### config.mk
export PLATFORM = sky130hd
export DESIGN_NAME = prog_mem_loader
export DESIGN_NICKNAME = d
export VERILOG_FILES = /design/src/rtl/prog_mem_loader.sv
export SDC_FILE = /design/constraint.sdc
export NUM_CORES = 1
export LEC_CHECK = 0
export ABC_CLOCK_PERIOD_IN_PS = 3390
export BUFFER_PORTS_ARGS = -buffer_cell sky130_fd_sc_hd__clkbuf_2
export CAP_MARGIN = 10
export CORE_UTILIZATION = 55
export CTS_CLUSTER_DIAMETER = 60
export DETAILED_ROUTE_END_ITERATION = 7
export GPL_ROUTABILITY_DRIVEN = 0
export PLACE_DENSITY = 0.79
export SKIP_CTS_REPAIR_TIMING = 1
export SLEW_MARGIN = 30
export SYNTH_ARGS = -nofsm -noshare
export SYNTH_HDL_FRONTEND = slang
export SYNTH_SLANG_ARGS = --single-unit
### constraint.sdc
create_clock -name clk -period 3.39 [get_ports clk]
set_input_delay 0.1695 -clock clk [delete_from_list [all_inputs] [get_ports clk]]
set_output_delay 0.1695 -clock clk [all_outputs]
set_load 0.005 [all_outputs]
### src/rtl/prog_mem_loader.sv
// prog_mem_loader: serial bootloader that assembles UART bytes into 16-bit words and writes program memory.
// Latency: pm_we 1 clk after the high-byte strobe; load_done 1 clk after the last pm_we.
// Backpressure: none; a byte is accepted in any cycle rx_valid is high, including pm_we cycles.
// Ports: clk/rst_n (async active-low), rx_valid/rx_data byte stream in,
//   pm_we/pm_addr/pm_din memory write port, cpu_hold/busy session active,
//   load_done/load_err one-cycle session result pulses.
// Optional feature: define PROG_LOADER_CHECKSUM_EN to require a trailing mod-256 checksum byte.
module prog_mem_loader #(
  parameter int         ADDR_W      = 14,
  parameter logic [7:0] START_BYTE  = 8'h55,
  parameter int         TIMEOUT_CYC = 1000000
) (
  input  logic              clk,
  input  logic              rst_n,
  input  logic              rx_valid,
  input  logic [7:0]        rx_data,
  output logic              pm_we,
  output logic [ADDR_W-1:0] pm_addr,
  output logic [15:0]       pm_din,
  output logic              cpu_hold,
  output logic              busy,
  output logic              load_done,
  output logic              load_err
);

  localparam int                TMR_W    = $clog2(TIMEOUT_CYC + 1);
  localparam logic [TMR_W-1:0]  TMR_LAST = TMR_W'(TIMEOUT_CYC - 1);
  localparam logic [16:0]       MAX_N    = 17'(2 ** ADDR_W);

  // S_FIN covers the cycle in which the last pm_we is high, so that
  // load_done lands one clock after it and cpu_hold drops with the pulse.
  typedef enum logic [2:0] {
    S_IDLE, S_CNT_LO, S_CNT_HI, S_DAT_LO, S_DAT_HI, S_FIN, S_CHK
  } state_t;

  state_t             r_state, w_state_nxt;
  logic [7:0]         r_lo;
  logic [15:0]        r_rem;
  logic [ADDR_W-1:0]  r_waddr;
  logic [TMR_W-1:0]   r_tmr;
  logic               r_hold;
  logic               r_pm_we, r_done, r_err;
  logic [ADDR_W-1:0]  r_pm_addr;
  logic [15:0]        r_pm_din;
  logic               w_we_nxt, w_done_nxt, w_err_nxt;

  wire [15:0] w_n       = {rx_data, r_lo};
  wire        w_start   = rx_valid && (rx_data == START_BYTE);
  wire        w_n_zero  = (w_n == 16'd0);
  wire        w_n_big   = ({1'b0, w_n} > MAX_N);
  wire        w_last    = (r_rem == 16'd1);
  // Timer expiry only matters while a byte is still owed; S_FIN never waits.
  wire        w_timeout = (r_state != S_IDLE) && (r_state != S_FIN) &&
                          !rx_valid && (r_tmr == TMR_LAST);

`ifdef PROG_LOADER_CHECKSUM_EN
  logic [7:0] r_sum;
  wire        w_sum_ok = (rx_data == r_sum);
`endif

  // State register
  always_ff @(posedge clk or negedge rst_n) begin
    if (!rst_n) r_state <= S_IDLE;
    else        r_state <= w_state_nxt;
  end

  // Next-state logic
  always_comb begin
    w_state_nxt = r_state;
    if (w_timeout) begin
      w_state_nxt = S_IDLE;
    end else begin
      case (r_state)
        S_IDLE:   if (w_start)  w_state_nxt = S_CNT_LO;
        S_CNT_LO: if (rx_valid) w_state_nxt = S_CNT_HI;
        S_CNT_HI: if (rx_valid) w_state_nxt = (w_n_zero || w_n_big) ? S_IDLE : S_DAT_LO;
        S_DAT_LO: if (rx_valid) w_state_nxt = S_DAT_HI;
        S_DAT_HI: if (rx_valid) begin
`ifdef PROG_LOADER_CHECKSUM_EN
          w_state_nxt = w_last ? S_CHK : S_DAT_LO;
`else
          w_state_nxt = w_last ? S_FIN : S_DAT_LO;
`endif
        end
        S_FIN:    w_state_nxt = S_IDLE;
        S_CHK:    if (rx_valid) w_state_nxt = S_IDLE;
        default:  w_state_nxt = S_IDLE;
      endcase
    end
  end

  // Output logic: next values of the registered strobes. Timeout needs
  // !rx_valid and excludes S_FIN, so done and err can never coincide.
  always_comb begin
    w_we_nxt   = (r_state == S_DAT_HI) && rx_valid;
    w_done_nxt = ((r_state == S_CNT_HI) && rx_valid && w_n_zero) || (r_state == S_FIN);
    w_err_nxt  = w_timeout || ((r_state == S_CNT_HI) && rx_valid && w_n_big);
`ifdef PROG_LOADER_CHECKSUM_EN
    if ((r_state == S_CHK) && rx_valid) begin
      w_done_nxt = w_sum_ok;
      w_err_nxt  = !w_sum_ok;
    end
`endif
  end

  always_ff @(posedge clk or negedge rst_n) begin
    if (!rst_n) begin
      r_lo      <= '0;
      r_rem     <= '0;
      r_waddr   <= '0;
      r_tmr     <= '0;
      r_hold    <= 1'b0;
      r_pm_we   <= 1'b0;
      r_done    <= 1'b0;
      r_err     <= 1'b0;
      r_pm_addr <= '0;
      r_pm_din  <= '0;
    end else begin
      r_hold  <= (w_state_nxt != S_IDLE);
      r_pm_we <= w_we_nxt;
      r_done  <= w_done_nxt;
      r_err   <= w_err_nxt;

      // Timer reloads on every byte and rests while idle
      if ((r_state == S_IDLE) || rx_valid) r_tmr <= '0;
      else                                 r_tmr <= r_tmr + TMR_W'(1);

      if (rx_valid && ((r_state == S_CNT_LO) || (r_state == S_DAT_LO)))
        r_lo <= rx_data;

      if ((r_state == S_IDLE) && w_start)
        r_waddr <= '0;

      if ((r_state == S_CNT_HI) && rx_valid)
        r_rem <= w_n;

      if (w_we_nxt) begin
        r_pm_addr <= r_waddr;
        r_pm_din  <= {rx_data, r_lo};
        r_waddr   <= r_waddr + ADDR_W'(1);
        r_rem     <= r_rem - 16'd1;
      end
    end
  end

`ifdef PROG_LOADER_CHECKSUM_EN
  always_ff @(posedge clk or negedge rst_n) begin
    if (!rst_n)
      r_sum <= '0;
    else if ((r_state == S_IDLE) && w_start)
      r_sum <= '0;
    else if (rx_valid && ((r_state == S_DAT_LO) || (r_state == S_DAT_HI)))
      r_sum <= r_sum + rx_data;
  end
`endif

  assign pm_we     = r_pm_we;
  assign pm_addr   = r_pm_addr;
  assign pm_din    = r_pm_din;
  assign cpu_hold  = r_hold;
  assign busy      = r_hold;
  assign load_done = r_done;
  assign load_err  = r_err;

endmodule

==> out/results.tsv, run 1 <==
stage	metric	value	unit
synthesis	post-synthesis mux area share	0.0272	
synthesis	number of synthesized flops with an enable pin	0	
clock_network	H-tree levels	3	
global_routing	largest net degree at the start of global routing	59	
pwr	worst vdd ir	227	uV
detailed_routing	Routed WL per cell	15.3	um
timing	skew final	0.0101	ns
run	max_cap viols	0	
worst_setup_path	crit path DAT	2.50	ns
worst_setup_path	CP max stage delay	0.55	ns
global_routing	first-pass GRT wire length	16300	um
floorplan	Top Ports	46	
worst_setup_path	critical path type	reg -> reg	
clock_network	TritonCTS Sinks	95	
placed_design	post-DP HPWL	6430	um
timing	Final Critical Period	2.26	ns
detailed_routing	Routed Antenna Nets	0	
timing	Slew Viols, Final	0	
final_layout	Util after Layout	0.639	
clock_network	TritonCTS clock tree	built	
global_routing	overall routing resource usage	0.246	
synthesis	Async SR Flop Fraction	1.00	
synthesis	register area share after synthesis	0.539	
timing	setup ws final	1.13	ns
detailed_routing	initial DRC count	279	
floorplan	Die Ht	91.5	um
clock_network	CTS clock-pin slew for the worst setup and hold paths	0.09	ns
timing	Worst-Margin Slew	0.893	ns
placed_design	Place WS	1.15	ns
final_layout	Layout Nets	528	
synthesis	simple-gate share of the synthesized area	0.263	
timing	setup tns final	0	ns
synthesis	largest family of logic cells by synthesized area	simple AND/OR/NAND/NOR gates	
floorplan	Site Rows	32	
synthesis	Yosys warnings	0	
final_layout	ratio of cells with drive above 1 in the final layout	0.157	
worst_setup_path	crit-path leading delay family	simple AND/OR/NAND/NOR gates	
detailed_routing	drt pass-1 iters	5	
global_routing	global route hottest layer	met2	
floorplan	die area	8380	um2
worst_setup_path	Max FO, Critical Path	8	
synthesis	Syn Nets	491	
synthesis	Main synth FF type	dfrtp_1	
synthesis	cell count after synthesis	476	
final_layout	Layout area overhead	11.9	%
placed_design	Port Buf Inserts	45	
pwr	Leakage Power	2.40	nW
synthesis	flops & latches, synth	95	
synthesis	library cells used by synthesis	49	
timing	final setup violating endpoints	0	
synthesis	xor and xnor area share after synthesis	0.0358	
timing	Slew headroom	0.402	
floorplan	die width	91.5	um
timing	RSZ-0062 raised after global routing	no	
timing	fmax	443	MHz
final_layout	commonest non-fill, non-tap cells in the layout	125 x nand2_1, 95 x dfrtp_1, 44 x clkbuf_2, 38 x nor2_1, 27 x nand3_1	
final_layout	most common cell after layout, fill and taps aside	nand2_1	
synthesis	Avg Cell Area, Syn	9.26	um2
min_path	Hold WC Path Type	in -> reg	
final_layout	Final Non-Filler Cells	619	
synthesis	Synth Area in Adders	0.0114	
pwr	Power Dens Cells	441	nW/um2
timing	fin crit share	0.665	
final_layout	Filler Cell Count	633	
global_routing	GRT overflow	0	
floorplan	CORE AREA	7730	um2
worst_setup_path	CP Data Required Time	3.64	ns
worst_setup_path	CP endpoint kind	register	
worst_setup_path	crit-path cells	or4_4, or3_4, o31ai_1, a31oi_1, or3_1	
outcome	status	finished clean	
detailed_routing	final WL	9460	um
final_layout	ant diodes	0	
clock_network	Num CTS Buffers	9	
global_routing	GR Layer Usage met1	0.319	
timing	Final Hold Vio Count	0	
clock_network	Max Root-Sink Buffers	2	
detailed_routing	DRC Markers	0	
clock_network	clk_lat worst skew	0.37	ns
worst_setup_path	slowest CP cell	or4_4	
placed_design	placed cell count	603	
pwr	post-layout total power	0.00218	W
global_routing	grt met2 use	0.407	
detailed_routing	Vias/cell	5.73	
synthesis	Post-Syn Area	4410	um2
worst_setup_path	startpoint types	register	
global_routing	antenna violations before repair	0	
clock_network	root buf cell	clkbuf_8	
synthesis	Synth Area in Compound Gates	0.0968	
worst_setup_path	worst reg-to-reg setup slack	1.13	ns
global_routing	vias in the first global route	3518	
global_routing	GR Util met3	0.0461	
worst_setup_path	Critical path buffers and inverters	0	
detailed_routing	Via Count	3548	
floorplan	Initial Utilization	0.571	
[cell usage after synthesis (2+ instances only)]
master	n	area share
a21o_1	2	0.0034
a21oi_1	10	0.011
a22o_1	2	0.0040
a31oi_1	4	0.0057
and3_1	7	0.0099
and4_1	3	0.0060
clkbuf_1	22	0.019
dfrtp_1	95	0.54
ha_1	4	0.011
inv_1	6	0.0051
mux2_2	8	0.020
mux2i_1	3	0.0068
nand2_1	125	0.11
nand2b_1	4	0.0057
nand3_1	28	0.032
nand3b_1	2	0.0034
nand4_1	6	0.0085
nor2_1	38	0.032
nor2b_1	3	0.0043
nor3_1	11	0.012
nor4_1	9	0.013
nor4b_1	2	0.0040
o211ai_1	7	0.012
o21ai_0	22	0.025
o311ai_0	5	0.0099
o31ai_1	4	0.0068
or2_2	2	0.0028
or3_1	4	0.0057
or4_1	2	0.0034
xnor2_1	7	0.014
xor2_1	11	0.022
[worst paths after layout]
kind                            start    endpoint  cells past startpoint
hold reg to reg            pm_addr[6]  pm_addr[6]                      2
hold / removal             rx_data[3]  pm_din[11]                      3
min in group asynchronous       rst_n  pm_addr[5]                      2
setup reg to reg             r_rem[4]        busy                      5
max in group asynchronous       rst_n  r_state[0]                      3
setup / recovery             r_rem[4]        busy                      5
[metal layers]
| metal | part of all wire | wire length [um] |
|---|---|---|
| met5 | 0 | 0 |
| met3 | 0.037 | 354 |
| met4 | 0.019 | 176 |
| met1 | 0.45 | 4270 |
| met2 | 0.49 | 4660 |
[area by class of cell]
type | instances | area, um2 | area share
repair buffers | 50 | 268 | 0.0543
inverters | 6 | 22.5 | 0.00456
well taps | 102 | 128 | 0.0259
multi-input cells | 351 | 1920 | 0.389
flip-flops and latches | 95 | 2380 | 0.482
clock inverters | 5 | 81.3 | 0.0165
clock buffers | 10 | 138 | 0.0279
[worst reg2reg max path: stages, from the launching register on]
cell and delay, ns:
dfrtp_1 0.46, or4_4 0.55, or3_4 0.37, o31ai_1 0.25, a31oi_1 0.14, or3_1 0.38
[flip-flops by register name (all words and copies together), names as in the netlist]
register,flops
busy,1
load_done,1
load_err,1
pm_addr,14
pm_din,16
pm_we,1
r_lo,8
r_rem,16
r_state,3
r_tmr,20
r_waddr,14
[logic make-up after synthesis]
kind of cell    Yosys count
fa+ha+maj                 4
compound gates           66
flops                    95
xor+xnor                 18
buf+inv                  30
mux                      11
simple gates            252
[stage by stage]
step                hold slack (ns)  instance area [um2]
floorplan                    -0.126                 4410
global placement              0.272                 4710
detailed placement            0.278                 4710
CTS                          -0.126                 4920
global route                 0.0652                 4930
finish                       0.0692                 4930
[report_power, final]
part           total, W  switching [W]  internal [W]
Clock          0.000822       0.000389      0.000433
Combinational  0.000151      0.0000929     0.0000580
Sequential      0.00121      0.0000389       0.00117
Note: power is estimated with default switching activity, not from simulation.
==> run 2, diff against run 1 <==
--- a/config.mk
+++ b/config.mk
@@ -5,7 +5,7 @@
 export SDC_FILE = /design/constraint.sdc
 export NUM_CORES = 1
 export LEC_CHECK = 0
-export ABC_CLOCK_PERIOD_IN_PS = 3390
+export ABC_CLOCK_PERIOD_IN_PS = 2300
 export BUFFER_PORTS_ARGS = -buffer_cell sky130_fd_sc_hd__clkbuf_2
 export CAP_MARGIN = 10
 export CORE_UTILIZATION = 55
==> constraint.sdc (replaced) <==
create_clock -name clk -period 2.3 [get_ports clk]
set_input_delay 0.115 -clock clk [delete_from_list [all_inputs] [get_ports clk]]
set_output_delay 0.115 -clock clk [all_outputs]
set_load 0.005 [all_outputs]
==> run 2 against run 1 <==
Register-to-register slack worse by 1.1 ns. Sequential share of layout area is 0.061 points lower. Sequential power rose by 47%. Wire length rose by 0.41%. Non-clock buffer count grew 5. Cell area grew 0.13%. Fmax grew 0.50%. Combinational power increased by 49%. Global-route usage is 0.051 points lower. Largest power group unchanged.
==> out/results.tsv, run 2 (synthesis gave the netlist of run 1 again) <==
stage	metric	value	unit	change
detailed_routing	Routed Antenna Nets	0		unchanged
detailed_routing	DRC Markers	0		unchanged
global_routing	largest net degree at the start of global routing	64		+8.5%
floorplan	die width	91.5	um	unchanged
clock_network	TritonCTS clock tree	built		
timing	Hold Slack	0.0311	ns	-0.0381 ns
timing	setup tns final	0	ns	unchanged
clock_network	clk_lat worst skew	0.36	ns	about the same
worst_setup_path	startpoint types	register		
worst_setup_path	crit path DAT	2.49	ns	about the same
floorplan	die area	8380	um2	unchanged
timing	skew final	0.0135	ns	+0.00335 ns
floorplan	Site Rows	32		unchanged
floorplan	Top Ports	46		unchanged
global_routing	overall routing resource usage	0.246		-0.000507
clock_network	H-tree levels	3		unchanged
final_layout	Layout area overhead	12.1	%	
worst_setup_path	worst r2r path cells	6		+1
global_routing	vias in the first global route	3454		-1.8%
pwr	post-layout total power	0.00302	W	+39%
timing	fmax	446	MHz	+0.50%
clock_network	TritonCTS Sinks	95		unchanged
detailed_routing	initial DRC count	271		-2.9%
clock_network	root buf cell	clkbuf_8		
detailed_routing	Routed WL per cell	15.2	um	-0.39%
pwr	Power Dens Cells	611	nW/um2	+38%
final_layout	Top reg by flops	r_tmr		
detailed_routing	final WL	9500	um	+0.41%
detailed_routing	Via Count	3585		+1.0%
placed_design	placed cell count	608		+0.83%
worst_setup_path	CP Data Required Time	2.54	ns	-1.10 ns
timing	final setup violating endpoints	0		unchanged
timing	fin crit share	0.976		+0.310
clock_network	Max Root-Sink Buffers	2		unchanged
global_routing	GRT overflow	0		unchanged
pwr	worst vdd ir	339	uV	+50%
worst_setup_path	critical path type	reg -> reg		
worst_setup_path	crit path from	r_rem[6]		
floorplan	Initial Utilization	0.571		unchanged
worst_setup_path	Setup crit end	r_rem[14]		
clock_network	Num CTS Buffers	9		unchanged
worst_setup_path	Reg2Reg Launch Point	r_rem[6]		
floorplan	CORE AREA	7730	um2	unchanged
final_layout	Util after Layout	0.639		+0.000810
worst_setup_path	worst reg-to-reg setup slack	0.06	ns	-1.08 ns
timing	Slew headroom	0.448		+0.0464
placed_design	post-DP HPWL	6460	um	+0.51%
final_layout	Layout Nets	533		+0.95%
worst_setup_path	CP endpoint kind	register		
detailed_routing	Vias/cell	5.75		+0.23%
timing	Final Hold Vio Count	0		unchanged
final_layout	ant diodes	0		unchanged
final_layout	ratio of cells with drive above 1 in the final layout	0.161		+0.00425
timing	Slew Viols, Final	0		unchanged
clock_network	CTS clock-pin slew for the worst setup and hold paths	0.09	ns	about the same
global_routing	first-pass GRT wire length	16300	um	about the same
final_layout	number of flip-flops in the largest register	20		unchanged
outcome	status	finished clean		
placed_design	Port Buf Inserts	45		unchanged
timing	Worst-Margin Slew	0.824	ns	-0.0693 ns
worst_setup_path	Max FO, Critical Path	6		-2
final_layout	Filler Cell Count	642		+1.4%
pwr	Leakage Power	2.41	nW	+0.34%
final_layout	Final Non-Filler Cells	624		+0.81%
run	max_cap viols	0		unchanged
timing	Final Critical Period	2.24	ns	-0.0113 ns
timing	RSZ-0062 raised after global routing	yes		
worst_setup_path	R2R Path End	r_rem[14]		
global_routing	antenna violations before repair	0		unchanged
final_layout	most common cell after layout, fill and taps aside	nand2_1		
final_layout	commonest non-fill, non-tap cells in the layout	125 x nand2_1, 95 x dfrtp_1, 44 x clkbuf_2, 38 x nor2_1, 27 x nand3_1		
detailed_routing	drt pass-1 iters	4		-1
min_path	Hold WC Path Type	in -> reg		
floorplan	Die Ht	91.5	um	unchanged
run 2: final cells by class:
class | instances | area [um2] | area share
Clock inverter | 2 | 16.3 | 0.00329
Sequential cell | 95 | 2380 | 0.481
Clock buffer | 13 | 159 | 0.0322
Timing Repair Buffer | 55 | 318 | 0.0643
Multi-Input combinational cell | 351 | 1920 | 0.389
Tap cell | 102 | 128 | 0.0258
Inverter | 6 | 22.5 | 0.00456
run 2: metal layers:
layer  GRT usage  vias to the layer above  part of all wire
li1            -                     1729                 -
met1       0.341                     1762              0.46
met2       0.389                       78              0.49
met3      0.0343                       16             0.027
met4       0.103                        0             0.018
met5           0                        -                 0
run 2: stage by stage:
step                      instance area [um2]  setup slack [ns]
after global placement                   4760             0.142
after floorplan                          4410             0.199
after CTS                                4930            0.0774
after global routing                     4940           -0.0294
final                                    4940            0.0558
after detailed placement                 4760            0.0927
run 2: worst max-delay path, cell delays in order (launching register included):
cell,delay (ns)
dfrtp_1,0.42
or4_4,0.58
or3_4,0.37
or2_4,0.29
nor3_4,0.16
o21ai_1,0.08
a22o_1,0.23
run 2: worst min-delay path by stage:
stage               startpoint         end  slack (ns)  depth (start not counted)
floorplan                rst_n        busy       -0.18                          0
global placement         rst_n  pm_addr[0]        0.08                          1
detailed placement       rst_n  pm_addr[0]        0.09                          1
CTS                      rst_n   pm_din[1]       -0.30                          1
global route        rx_data[1]   pm_din[9]        0.04                          3
finish              rx_data[1]   pm_din[9]        0.03                          3
run 2: power by group:
part	switching (W)	total [W]	internal, W
Combinational	0.000137	0.000225	0.0000882
Sequential	0.0000590	0.00178	0.00172
Clock	0.000566	0.00102	0.000450
==> run 3, diff against run 2 <==
--- a/config.mk
+++ b/config.mk
@@ -5,7 +5,7 @@
 export SDC_FILE = /design/constraint.sdc
 export NUM_CORES = 1
 export LEC_CHECK = 0
-export ABC_CLOCK_PERIOD_IN_PS = 2300
+export ABC_CLOCK_PERIOD_IN_PS = 2200
 export BUFFER_PORTS_ARGS = -buffer_cell sky130_fd_sc_hd__clkbuf_2
 export CAP_MARGIN = 10
 export CORE_UTILIZATION = 55
@@ -13,6 +13,7 @@
 export DETAILED_ROUTE_END_ITERATION = 7
 export GPL_ROUTABILITY_DRIVEN = 0
 export PLACE_DENSITY = 0.79
+export RECOVER_POWER = 25
 export SKIP_CTS_REPAIR_TIMING = 1
 export SLEW_MARGIN = 30
 export SYNTH_ARGS = -nofsm -noshare
==> constraint.sdc (replaced) <==
create_clock -name clk -period 2.2 [get_ports clk]
set_input_delay 0.11 -clock clk [delete_from_list [all_inputs] [get_ports clk]]
set_output_delay 0.11 -clock clk [all_outputs]
set_load 0.005 [all_outputs]
==> run 3 against run 2 <==
Cell area up 0.51%. Worst hold slack better by 0.0021 ns. Sequential share of layout area down 0.24 points. Flip-flop and latch count unchanged. Fmax up 2.5%. Power up 3.1%. Combinational power up 6%. Register-to-register slack worse by 0.05 ns. Cell count up 1.3%. Via count up 0.42%.
==> out/results.tsv, run 3 (synthesis gave the netlist of run 1 again) <==
stage	metric	value	unit	change
global_routing	largest net degree at the start of global routing	48		-25%
worst_setup_path	worst reg-to-reg setup slack	0.01	ns	-0.05 ns
pwr	register share of total power	0.596		+0.007
pwr	Internal	0.00231	W	+2.2%
clock_network	TritonCTS Sinks	95		unchanged
clock_network	H-tree levels	3		unchanged
timing	Final Critical Period	2.19	ns	-0.0543 ns
placed_design	post-DP HPWL	6560	um	+1.6%
placed_design	placed inst area	4790	um2	+0.68%
detailed_routing	Routed WL per cell	15.1	um	-1.1%
detailed_routing	final WL	9520	um	+0.16%
worst_setup_path	startpoint types	register		
timing	skew final	0.0162	ns	+0.00269 ns
timing	Slew headroom	0.266		-0.182
final_layout	Filler Cell Count	642		unchanged
timing	Worst-Margin Slew	1.10	ns	+0.276 ns
final_layout	ant diodes	0		unchanged
final_layout	Top reg by flops	r_tmr		
run	max_cap viols	0		unchanged
clock_network	CTS clock-pin slew for the worst setup and hold paths	0.09	ns	about the same
clock_network	root buf cell	clkbuf_8		
final_layout	number of flip-flops in the largest register	20		unchanged
clock_network	clk_lat worst skew	0.37	ns	about the same
worst_setup_path	crit path DAT	2.44	ns	-0.05 ns
floorplan	Site Rows	32		unchanged
floorplan	Top Ports	46		unchanged
global_routing	GRT overflow	0		unchanged
pwr	Sw Pwr	0.000806	W	+5.8%
detailed_routing	Vias/cell	5.70		-0.85%
detailed_routing	Routed Antenna Nets	0		unchanged
pwr	Leakage Power	2.42	nW	+0.62%
global_routing	vias in the first global route	3598		+4.2%
pwr	Clk pwr share	0.327		-0.010
global_routing	antenna violations before repair	0		unchanged
outcome	status	finished clean		
floorplan	CORE AREA	7730	um2	unchanged
worst_setup_path	Max FO, Critical Path	4		-2
floorplan	Die Ht	91.5	um	unchanged
placed_design	Port Buf Inserts	45		unchanged
min_path	Hold WC Path Type	in -> reg		
detailed_routing	DRC Markers	0		unchanged
pwr	Power Dens Cells	627	nW/um2	+2.6%
final_layout	Layout area overhead	12.6	%	
clock_network	TritonCTS clock tree	built		
floorplan	Initial Utilization	0.571		unchanged
global_routing	first-pass GRT wire length	16600	um	+1.8%
detailed_routing	drt pass-1 iters	6		+2
final_layout	commonest non-fill, non-tap cells in the layout	125 x nand2_1, 95 x dfrtp_1, 42 x clkbuf_2, 38 x nor2_1, 27 x nand3_1		
min_path	depth of the worst hold-timing path	3		unchanged
min_path	Hold Path End	pm_din[9]		
pwr	worst vdd ir	363	uV	+7.1%
timing	fmax	457	MHz	+2.5%
timing	fin crit share	0.995		+0.0197
detailed_routing	initial DRC count	221		-18%
worst_setup_path	CP Data Required Time	2.45	ns	-0.09 ns
worst_setup_path	worst r2r path cells	6		unchanged
floorplan	die width	91.5	um	unchanged
worst_setup_path	Reg2Reg Launch Point	r_rem[6]		
clock_network	Num CTS Buffers	9		unchanged
min_path	worst hold start	rx_data[1]		
worst_setup_path	CP endpoint kind	register		
final_layout	Layout Nets	540		+1.3%
worst_setup_path	critical path type	reg -> reg		
global_routing	overall routing resource usage	0.249		+0.00292
worst_setup_path	R2R Path End	r_rem[14]		
timing	Final Hold Vio Count	0		unchanged
pwr	Gate power share	0.077		+0.003
timing	final setup violating endpoints	0		unchanged
timing	RSZ-0062 raised after global routing	yes		
timing	setup tns final	0	ns	unchanged
final_layout	Post-Layout Inst Area	4970	um2	+0.51%
timing	Slew Viols, Final	0		unchanged
detailed_routing	Via Count	3600		+0.42%
clock_network	Max Root-Sink Buffers	2		unchanged
pwr	sw frac	0.259		+0.00659
floorplan	die area	8380	um2	unchanged
final_layout	ratio of cells with drive above 1 in the final layout	0.168		+0.00700
final_layout	most common cell after layout, fill and taps aside	nand2_1		
-- run 3: worst max-delay path by stage --
| stage | startpoint | end | slack [ns] | cells past startpoint |
|---|---|---|---|---|
| 2_1_floorplan | r_rem[6] | r_rem[14] | 0.1 | 6 |
| 3_3_place_gp | r_rem[6] | r_rem[14] | 0.07 | 6 |
| 3_5_place_dp | r_rem[6] | r_rem[14] | 0.03 | 6 |
| 4_1_cts | r_rem[6] | r_rem[14] | 0.03 | 6 |
| 5_1_grt | r_rem[6] | r_rem[14] | -0.06 | 6 |
| 6_report | r_rem[6] | r_rem[14] | 0.01 | 6 |
-- run 3: metrics by stage --
step                utilization  instances  total power [W]  setup slack, ns  hold slack, ns
floorplan                     -        476          0.00201           0.0994          -0.186
global placement          0.620        614          0.00211           0.0739           0.141
detailed placement        0.620        614          0.00213           0.0268           0.146
CTS                       0.641        630          0.00313           0.0292          -0.251
global route              0.643        632          0.00323          -0.0608          0.0339
finish                    0.643        632          0.00311           0.0101          0.0332
-- run 3: per-layer routing --
metal | vias up | GRT usage | wire [um]
li1 | 1738 | - | -
met1 | 1738 | 0.325 | 4370
met2 | 109 | 0.414 | 4570
met3 | 15 | 0.0327 | 384
met4 | 0 | 0.114 | 190
met5 | - | 0 | 0
-- run 3: layout make-up --
| class | instances | area (um2) | share of cell area |
|---|---|---|---|
| clock buffers | 11 | 131 | 0.0265 |
| clock inverters | 5 | 35.0 | 0.00705 |
| inverters | 6 | 22.5 | 0.00454 |
| multi-input cells | 351 | 1920 | 0.387 |
| flip-flops and latches | 95 | 2380 | 0.479 |
| well taps | 102 | 128 | 0.0257 |
| repair buffers | 62 | 352 | 0.0708 |
-- run 3: power by group through the flow --
| stage | clock [W] | combinational, W | sequential, W |
|---|---|---|---|
| 2_1_floorplan | 0 | 0.000137 | 0.00187 |
| 3_3_place_gp | 0 | 0.000230 | 0.00188 |
| 3_5_place_dp | 0 | 0.000239 | 0.00189 |
| 4_1_cts | 0.00103 | 0.000240 | 0.00185 |
| 5_1_grt | 0.00110 | 0.000270 | 0.00187 |
| 6_report | 0.00102 | 0.000239 | 0.00186 |
-- run 3: worst max-delay path, stage by stage, from the launching register on --
cell     delay [ns]
dfrtp_1        0.42
or4_4          0.54
or3_4          0.37
or2_4          0.28
nor3_4         0.15
o21ai_1        0.08
a22o_1         0.24
